<file path="config.mk">
export PLATFORM = sky130hd
export DESIGN_NAME = kronos_branch_ctrl
export DESIGN_NICKNAME = d
export VERILOG_FILES = /design/src/rtl/kronos_branch_ctrl.sv
export SDC_FILE = /design/constraint.sdc
export NUM_CORES = 1
export LEC_CHECK = 0
export BUFFER_PORTS_ARGS = -buffer_cell sky130_fd_sc_hd__buf_2
export CAP_MARGIN = 20
export CORE_MARGIN = 3
export CORE_UTILIZATION = 60
export CTS_CLUSTER_DIAMETER = 30
export DETAILED_ROUTE_END_ITERATION = 8
export MAX_ROUTING_LAYER = met4
export PLACE_DENSITY = 0.92
export SYNTH_ARGS = -nofsm -noshare
export SYNTH_HDL_FRONTEND = slang
export SYNTH_SLANG_ARGS = --single-unit
</file>
<file path="constraint.sdc">
create_clock -name clk -period 14.7 [get_ports clk]
set_input_delay 0.735 -clock clk [delete_from_list [all_inputs] [get_ports clk]]
set_output_delay 0.735 -clock clk [all_outputs]
set_load 0.05 [all_outputs]
</file>
<file path="src/rtl/kronos_branch_ctrl.sv">
// Branch resolution controller: accepts one conditional branch, resolves it on a
// registered copy of the operands, reports the outcome and redirects fetch on a mispredict.

module kronos_branch (
    input  logic [2:0]  op_i,
    input  logic [31:0] rs1_i,
    input  logic [31:0] rs2_i,
    output logic        taken_o
);

    logic eq;
    logic lt;
    logic ltu;

    assign eq  = (rs1_i == rs2_i);
    assign lt  = ($signed(rs1_i) < $signed(rs2_i));
    assign ltu = (rs1_i < rs2_i);

    // 010/011 are not legal branches; they fall onto the BLT/BLTU comparators.
    always_comb begin
        taken_o = 1'b0;
        case (op_i)
            3'b000:          taken_o = eq;
            3'b001:          taken_o = ~eq;
            3'b010, 3'b100:  taken_o = lt;
            3'b101:          taken_o = ~lt;
            3'b011, 3'b110:  taken_o = ltu;
            3'b111:          taken_o = ~ltu;
            default:         taken_o = 1'b0;
        endcase
    end

endmodule

module kronos_branch_ctrl #(
    parameter int CNT_W      = 32,
    parameter int ILEN_BYTES = 4
) (
    input  logic             clk,
    input  logic             rst,
    input  logic             br_vld,
    output logic             br_rdy,
    input  logic [2:0]       br_op,
    input  logic [31:0]      br_rs1,
    input  logic [31:0]      br_rs2,
    input  logic [31:0]      br_pc,
    input  logic [31:0]      br_offset,
    input  logic             br_pred_taken,
    output logic             res_vld,
    output logic             res_taken,
    output logic             res_mispredict,
    output logic             res_misalign,
    output logic             redir_vld,
    input  logic             redir_rdy,
    output logic [31:0]      redir_addr,
    output logic             flush,
    output logic [CNT_W-1:0] stat_branches,
    output logic [CNT_W-1:0] stat_mispredicts
);

    typedef enum logic [1:0] {
        IDLE     = 2'd0,
        EVAL     = 2'd1,
        REDIRECT = 2'd2
    } state_e;

    state_e state_q;

    logic [2:0]       op_q;
    logic [31:0]      rs1_q;
    logic [31:0]      rs2_q;
    logic [31:0]      pc_q;
    logic [31:0]      offset_q;
    logic             pred_q;

    logic             br_rdy_q;
    logic             res_vld_q;
    logic             res_taken_q;
    logic             res_mispredict_q;
    logic             res_misalign_q;
    logic             redir_vld_q;
    logic [31:0]      redir_addr_q;
    logic [CNT_W-1:0] branches_q;
    logic [CNT_W-1:0] mispredicts_q;

    logic             taken_d;
    logic [31:0]      target_d;
    logic             misalign_d;
    logic             mispredict_d;

    // The comparator only ever sees the latched operands, so decode may change
    // its outputs freely once the request has been accepted.
    kronos_branch u_branch (
        .op_i    (op_q),
        .rs1_i   (rs1_q),
        .rs2_i   (rs2_q),
        .taken_o (taken_d)
    );

    always_comb begin
        target_d     = taken_d ? (pc_q + offset_q) : (pc_q + 32'(ILEN_BYTES));
        misalign_d   = taken_d & (target_d[1:0] != 2'b00);
        mispredict_d = (taken_d != pred_q) & ~misalign_d;
    end

    always_ff @(posedge clk or posedge rst) begin
        if (rst) begin
            state_q          <= IDLE;
            op_q             <= '0;
            rs1_q            <= '0;
            rs2_q            <= '0;
            pc_q             <= '0;
            offset_q         <= '0;
            pred_q           <= 1'b0;
            br_rdy_q         <= 1'b1;
            res_vld_q        <= 1'b0;
            res_taken_q      <= 1'b0;
            res_mispredict_q <= 1'b0;
            res_misalign_q   <= 1'b0;
            redir_vld_q      <= 1'b0;
            redir_addr_q     <= '0;
            branches_q       <= '0;
            mispredicts_q    <= '0;
        end else begin
            res_vld_q <= 1'b0;
            case (state_q)
                IDLE: begin
                    if (br_vld) begin
                        op_q     <= br_op;
                        rs1_q    <= br_rs1;
                        rs2_q    <= br_rs2;
                        pc_q     <= br_pc;
                        offset_q <= br_offset;
                        pred_q   <= br_pred_taken;
                        br_rdy_q <= 1'b0;
                        state_q  <= EVAL;
                    end
                end
                EVAL: begin
                    res_vld_q        <= 1'b1;
                    res_taken_q      <= taken_d;
                    res_mispredict_q <= mispredict_d;
                    res_misalign_q   <= misalign_d;
                    branches_q       <= branches_q + CNT_W'(1);
                    if (mispredict_d) begin
                        mispredicts_q <= mispredicts_q + CNT_W'(1);
                        redir_addr_q  <= target_d;
                        redir_vld_q   <= 1'b1;
                        state_q       <= REDIRECT;
                    end else begin
                        br_rdy_q <= 1'b1;
                        state_q  <= IDLE;
                    end
                end
                REDIRECT: begin
                    // redir_addr stays put until fetch takes it.
                    if (redir_rdy) begin
                        redir_vld_q <= 1'b0;
                        br_rdy_q    <= 1'b1;
                        state_q     <= IDLE;
                    end
                end
                default: begin
                    redir_vld_q <= 1'b0;
                    br_rdy_q    <= 1'b1;
                    state_q     <= IDLE;
                end
            endcase
        end
    end

    assign br_rdy           = br_rdy_q;
    assign res_vld          = res_vld_q;
    assign res_taken        = res_taken_q;
    assign res_mispredict   = res_mispredict_q;
    assign res_misalign     = res_misalign_q;
    assign redir_vld        = redir_vld_q;
    assign redir_addr       = redir_addr_q;
    assign flush            = redir_vld_q & redir_rdy;
    assign stat_branches    = branches_q;
    assign stat_mispredicts = mispredicts_q;

endmodule

</file>
Word-level counts from Yosys, hierarchy flattened:

Index checks and enable logic that the tools add are counted.

* bits in registers: 236
* bits in latches: 0
* RAM bits: 0
* bits in read-only memories: 0
* input bits: 136
* output and inout port bits: 103
* logic and storage cells: 69
* memories: 0

* add/subtract/negate cells: 4
* multipliers: 0
* div/mod/pow operators: 0
* order comparisons: 2
* equality and inequality tests: 15
* shift operators: 0
* multiplexer cells: 14
* bitwise operators: 8
* reduce and logical (&&, ||, !) cells: 10

Operators with widths (count)
* adder 32 x 1 -> 32 bit, second input constant: 2
* < comparator 32 bit: 2
* adder 32 x 3 -> 32 bit, second input constant: 1
* adder 32 bit: 1
* == test 32 bit: 1
* two-way mux 32 bit: 1
* == test 3 bit, second input constant: 4
* != test 2 bit, second input constant: 4
* == test 3 x 2 -> 1 bit, second input constant: 2
* two-way mux 1 bit: 6
* two-way mux 2 bit: 3
* one-hot mux 1 bit (3 select lines): 2
* one-hot mux 1 bit (6 select lines): 1
* one-hot mux 2 bit (3 select lines): 1
* AND reduction 2 bit: 3
* AND reduction 3 bit: 2
* NOT 1 bit: 5
* OR reduction 2 bit: 2
* bitwise AND 1 bit: 3
* == test 3 x 1 -> 1 bit, second input constant: 1
* logical NOT 3 bit: 1
* == test 2 x 1 -> 1 bit, second input constant: 1
* == test 2 bit, second input constant: 1
* logical NOT 2 bit: 1
* 2 further kinds: 2

Longest topological paths before layout:

* depth in word-level cells: 10
* gate-level depth with buffers: 15
* mapped depth without buffers: 14

Cells and area by module:

From an unflattened synthesis, not the netlist that was laid out.

* cells, all modules: 1175
* area total of the unflattened synthesis: 12629.6 sq um

Modules (own cells, without submodules)
* kronos_branch_ctrl: instances 1, cells each 1043, area each 11683.7 sq um, seq. area each 5906.9 sq um
* kronos_branch: instances 1, cells each 132, area each 945.9 sq um, seq. area each 0.0 sq um

Worst setup path after synthesis:

Ideal clock, no wire load.

* path type: register -> register
* from: register rs1_q[31]
* to: register mispredicts_q[29], in the netlist stat_mispredicts[29]
* library setup time: 142 ps
* arrival time: 3003 ps
* required time: 14558 ps
* slack: 11555 ps
* cell stages (with the launch flop): 12
* path buffers: 1
* period minus slack after synthesis: 3145 ps
* path through: dfrtp_1 > ha_1 > nand4_2 > or4_1 > o21a_1 > a22oi_2 > o211ai_2 > a2111oi_4 > o21a_1 > buf_2 > nand4_1 > xnor2_1

* word-level cells in the longest chain between the ends: 9
* elaborated cells between the ends (all ways): 14
* those cells by class: order compare: 2; eq/ne: 2; mux: 2; bitwise: 6; reduce/logical: 2

Ends and longest elaborated chain
* start, declared: RTL line 70 `logic [31:0] rs1_q;`
* start signal, assigned: RTL line 130 `rs1_q <= br_rs1;`
* < comparator 32 bit, or another cell as far along: RTL line 17 `assign ltu = (rs1_i < rs2_i);`
* NOT 1 bit (on tied branches): RTL line 28, 24, 26
* one-hot mux 1 bit (6 select lines) *: RTL line 22 `case (op_i)`
* two-way mux 32 bit: RTL line 101 `target_d = taken_d ? (pc_q + offset_q) : (pc_q + 32'(ILEN_BYTES));`
* nonzero test 2 bit: RTL line 102 `misalign_d = taken_d & (target_d[1:0] != 2'b00);`
* bitwise AND 1 bit: RTL line 102
* NOT 1 bit: RTL line 103 `mispredict_d = (taken_d != pred_q) & ~misalign_d;`
* bitwise AND 1 bit *: RTL line 103
* AND reduction 2 bit (no line) *
* end signal, assigned: RTL line 146 `mispredicts_q <= mispredicts_q + CNT_W'(1);`
* end, declared: RTL line 84 `logic [CNT_W-1:0] mispredicts_q;`

Every way passes the cells marked *; elsewhere a longest branch is shown, timed or not.
A chain may end at the register's enable or synchronous reset.

Worst setup path in the final report:

* from: register rs1_q[25]
* to: register mispredicts_q[27], in the netlist stat_mispredicts[27]

Same word-level chain as after synthesis.

==> impl_metrics.json <==
{
  "ir_drop_mv": 0.1673,
  "layout_common_cells": "buf_2, dfrtp_1, nand2_1",
  "rsz0062_at_grt": "no",
  "cts_setup_buffers": 0,
  "ys.warnings.count": 0,
  "finalClockSkew_ns": 0.02376,
  "grt_max_degree": 101,
  "fin_tns_setup_ns": 0,
  "grt_pass1_vias": 10551,
  "finalHoldViolCount": 0,
  "critPathKind": "register to register",
  "route.detailed.drc": 0,
  "cts_buffers": 47,
  "dr_wl_met3_um": 2366,
  "syn_nets": 1384,
  "place_congestion": 0.9552,
  "ys_ff_latch": 236,
  "p_int_w": 0.002285,
  "die_width_um": 149.6,
  "worst_slack_ns": 10.74,
  "dieArea_um2": 22370,
  "ioPinCount": 239,
  "ys_seq_area_frac": 0.4776,
  "fin_nets": 1638,
  "syn_area_per_cell_um2": 10.47,
  "initial_core_util": 0.6232,
  "clkSlewWorstSetupHoldPaths_ns": 0.05,
  "max_stage_delay_ns": 0.59,
  "cp.arrival_ns": 4.40,
  "synth_edf_count": 0,
  "core_area_um2": 19850,
  "setup_viol": 0,
  "post-route-min-period_ns": 3.961,
  "dr.max_layer_used": "met4",
  "die_y_um": 149.6,
  "numPortBuffers": 238,
  "slowest_stage": "or4_1",
  "ant_nets": 0,
  "ctsResizeCount": 0,
  "area_growth_pct": 24.27,
  "cts.sinks": 236,
  "clockRootBuffer": "clkbuf_16",
  "status": "finished, final reports clean",
  "grt_pass1_wl_um": 52450,
  "required_ns": 15.14,
  "num_rows": 51,
  "vias": 10325,
  "vias_per_cell": 5.948,
  "p_per_area_nw_per_um2": 254.9,
  "synth_flop_cell": "dfrtp_1",
  "p_sw_frac": 0.4168,
  "min-delay-path-class": "input pin to asynchronous set/reset pin",
  "first_pass_iters": 7,
  "wl_um": 32660,
  "synthArstFlopShare": 1.000,
  "multiInputGateArea_um2": 6101,
  "h-tree-depth": 2,
  "regToRegSetupSlack_ns": 10.74,
  "fillers": 1180,
  "path_max_fanout": 68,
  "wl_met2_um": 16380,
  "p_sw_w": 0.001633,
  "dr.first_iter.drc_count": 735,
  "synthesis.area_um2": 12370,
  "netlist_instances": 1181,
  "antenna_found_initial": 5,
  "hpwlAfterDp_um": 22000,
  "cts_hold_buf": 0,
  "track_usage": 0.2986,
  "leakage_nw": 7.412,
  "cts_buffer_depth": 3,
  "yosysUniqueCellTypes": 58,
  "grt.overflow.total": 0,
  "fmax_ghz": 0.2524,
  "dp_slack_ns": 10.92,
  "seq_power_share": 0.274,
  "power_frac_clock": 0.266,
  "crit_top_cell": "xor2_1",
  "regArea_um2": 5907,
  "relSlewSlack": 0.3653,
  "crit_chain": "ha_1, nand4_1, or4_1, o21a_1, xor2_1, o211ai_2, a2111oi_4, o21ai_4, buf_4, nor4_1, xor2_1",
  "drive_gt1_frac": 0.3010,
  "drv_slew": 0,
  "fin_crit_sh": 0.2695,
  "cp-end-kind": "register",
  "maxCapViolCount": 0,
  "drt-met1-wl_um": 12570,
  "wire_per_inst_um": 18.81,
  "worst_pin_slew_ns": 0.9521,
  "power_frac_comb": 0.460,
  "worstSkewPairLatency_ns": 0.54,
  "cts_tree": "yes",
  "layout_commonest_cell": "buf_2",
  "start_kind": "register"
}
-- cells by family after synthesis --
family / after synthesis / synth area share
xor gates and xnor gates: 117 / 0.08285
adders and majority gates: 68 / 0.06920
buffers and inverters: 95 / 0.03035
AOI/OAI and AO/OA: 217 / 0.1093
DFF: 236 / 0.4776
and+or+nand+nor: 346 / 0.1383
muxes: 102 / 0.09246
-- flip-flops by register name, indices dropped and copies added (netlist names), 3 cells and up --
signal	count
pc_q	32
redir_addr	32
op_q	3
stat_mispredicts	32
offset_q	32
stat_branches	32
rs1_q	32
rs2_q	32
-- synth_stat cells (all sizes together), types with 25 or more instances --
| cell | count | area share |
|---|---|---|
| dfrtp | 235 | 0.48 |
| xnor2 | 71 | 0.050 |
| ha | 66 | 0.067 |
| nand4 | 41 | 0.021 |
| nand2 | 128 | 0.039 |
| a21oi | 53 | 0.021 |
| nor2 | 60 | 0.018 |
| inv | 54 | 0.016 |
| clkbuf | 28 | 0.0085 |
| a21o | 25 | 0.015 |
| xor2 | 46 | 0.033 |
| mux2 | 98 | 0.089 |
| nand3 | 37 | 0.015 |
| o21ai | 80 | 0.033 |
-- power groups by stage --
stage	logic [W]	clock network (W)	registers [W]
final	0.00180	0.00104	0.00107
after global routing	0.00197	0.00109	0.00110
after CTS	0.00177	0.00105	0.00107
after detailed placement	0.00174	0	0.00107
after global placement	0.00167	0	0.00106
after floorplan	0.00118	0	0.00122
-- final cells by class --
class | instances | area share
timing repair buffer | 245 | 0.08173
inverter | 55 | 0.01392
tap | 265 | 0.02157
clock buffer | 58 | 0.08181
multi-input combinational | 850 | 0.3969
antenna | 6 | 0.0009769
clock inverter | 21 | 0.01872
sequential | 236 | 0.3843
-- stage by stage --
stage / instance area, um2 / std cells / total power (W) / hold WS (ns) / utilization
finish: 15370 / 1736 / 0.003918 / 0.3083 / 0.7745
global route: 15370 / 1735 / 0.004160 / 0.3851 / 0.7744
CTS: 15330 / 1729 / 0.003892 / 0.3476 / 0.7727
detailed placement: 13790 / 1650 / 0.002806 / 0.4626 / 0.6948
global placement: 13790 / 1650 / 0.002725 / 0.4547 / 0.6948
floorplan: 12370 / 1181 / 0.002402 / 0.4849 / -
-- worst paths after layout --
kind	cells after the start	to	from
worst max-delay path	11	stat_mispredicts[27]$_DFFE_PP0P_	rs1_q[25]$_DFFE_PP0P_
worst min-delay path	2	rs1_q[25]$_DFFE_PP0P_	rst
worst max register to register	11	stat_mispredicts[27]$_DFFE_PP0P_	rs1_q[25]$_DFFE_PP0P_
worst min register to register	1	stat_mispredicts[31]$_DFFE_PP0P_	stat_mispredicts[31]$_DFFE_PP0P_
max in group asynchronous	3	redir_addr[31]$_DFFE_PP0P_	rst
min in group clk	3	rs2_q[20]$_DFFE_PP0P_	br_rs2[20]
-- critical path: cells and delay by family, from the launching register on --
kind                     cells  cell delay (ns)
AO/OA/AOI/OAI                4             1.06
flip-flops                   1             0.38
buffers and inverters        1             0.33
adder cells (fa/ha/maj)      1             0.32
XOR/XNOR                     2             0.46
AND/OR/NAND/NOR              3             1.29
-- metal layers --
layer  GRT usage  vias up
met5           -        -
met4      0.1382        0
met3     0.04512      113
met2      0.4971      470
met1      0.3612     5039
li1            -     4703
No activity file was read; power rests on OpenSTA's default activity.
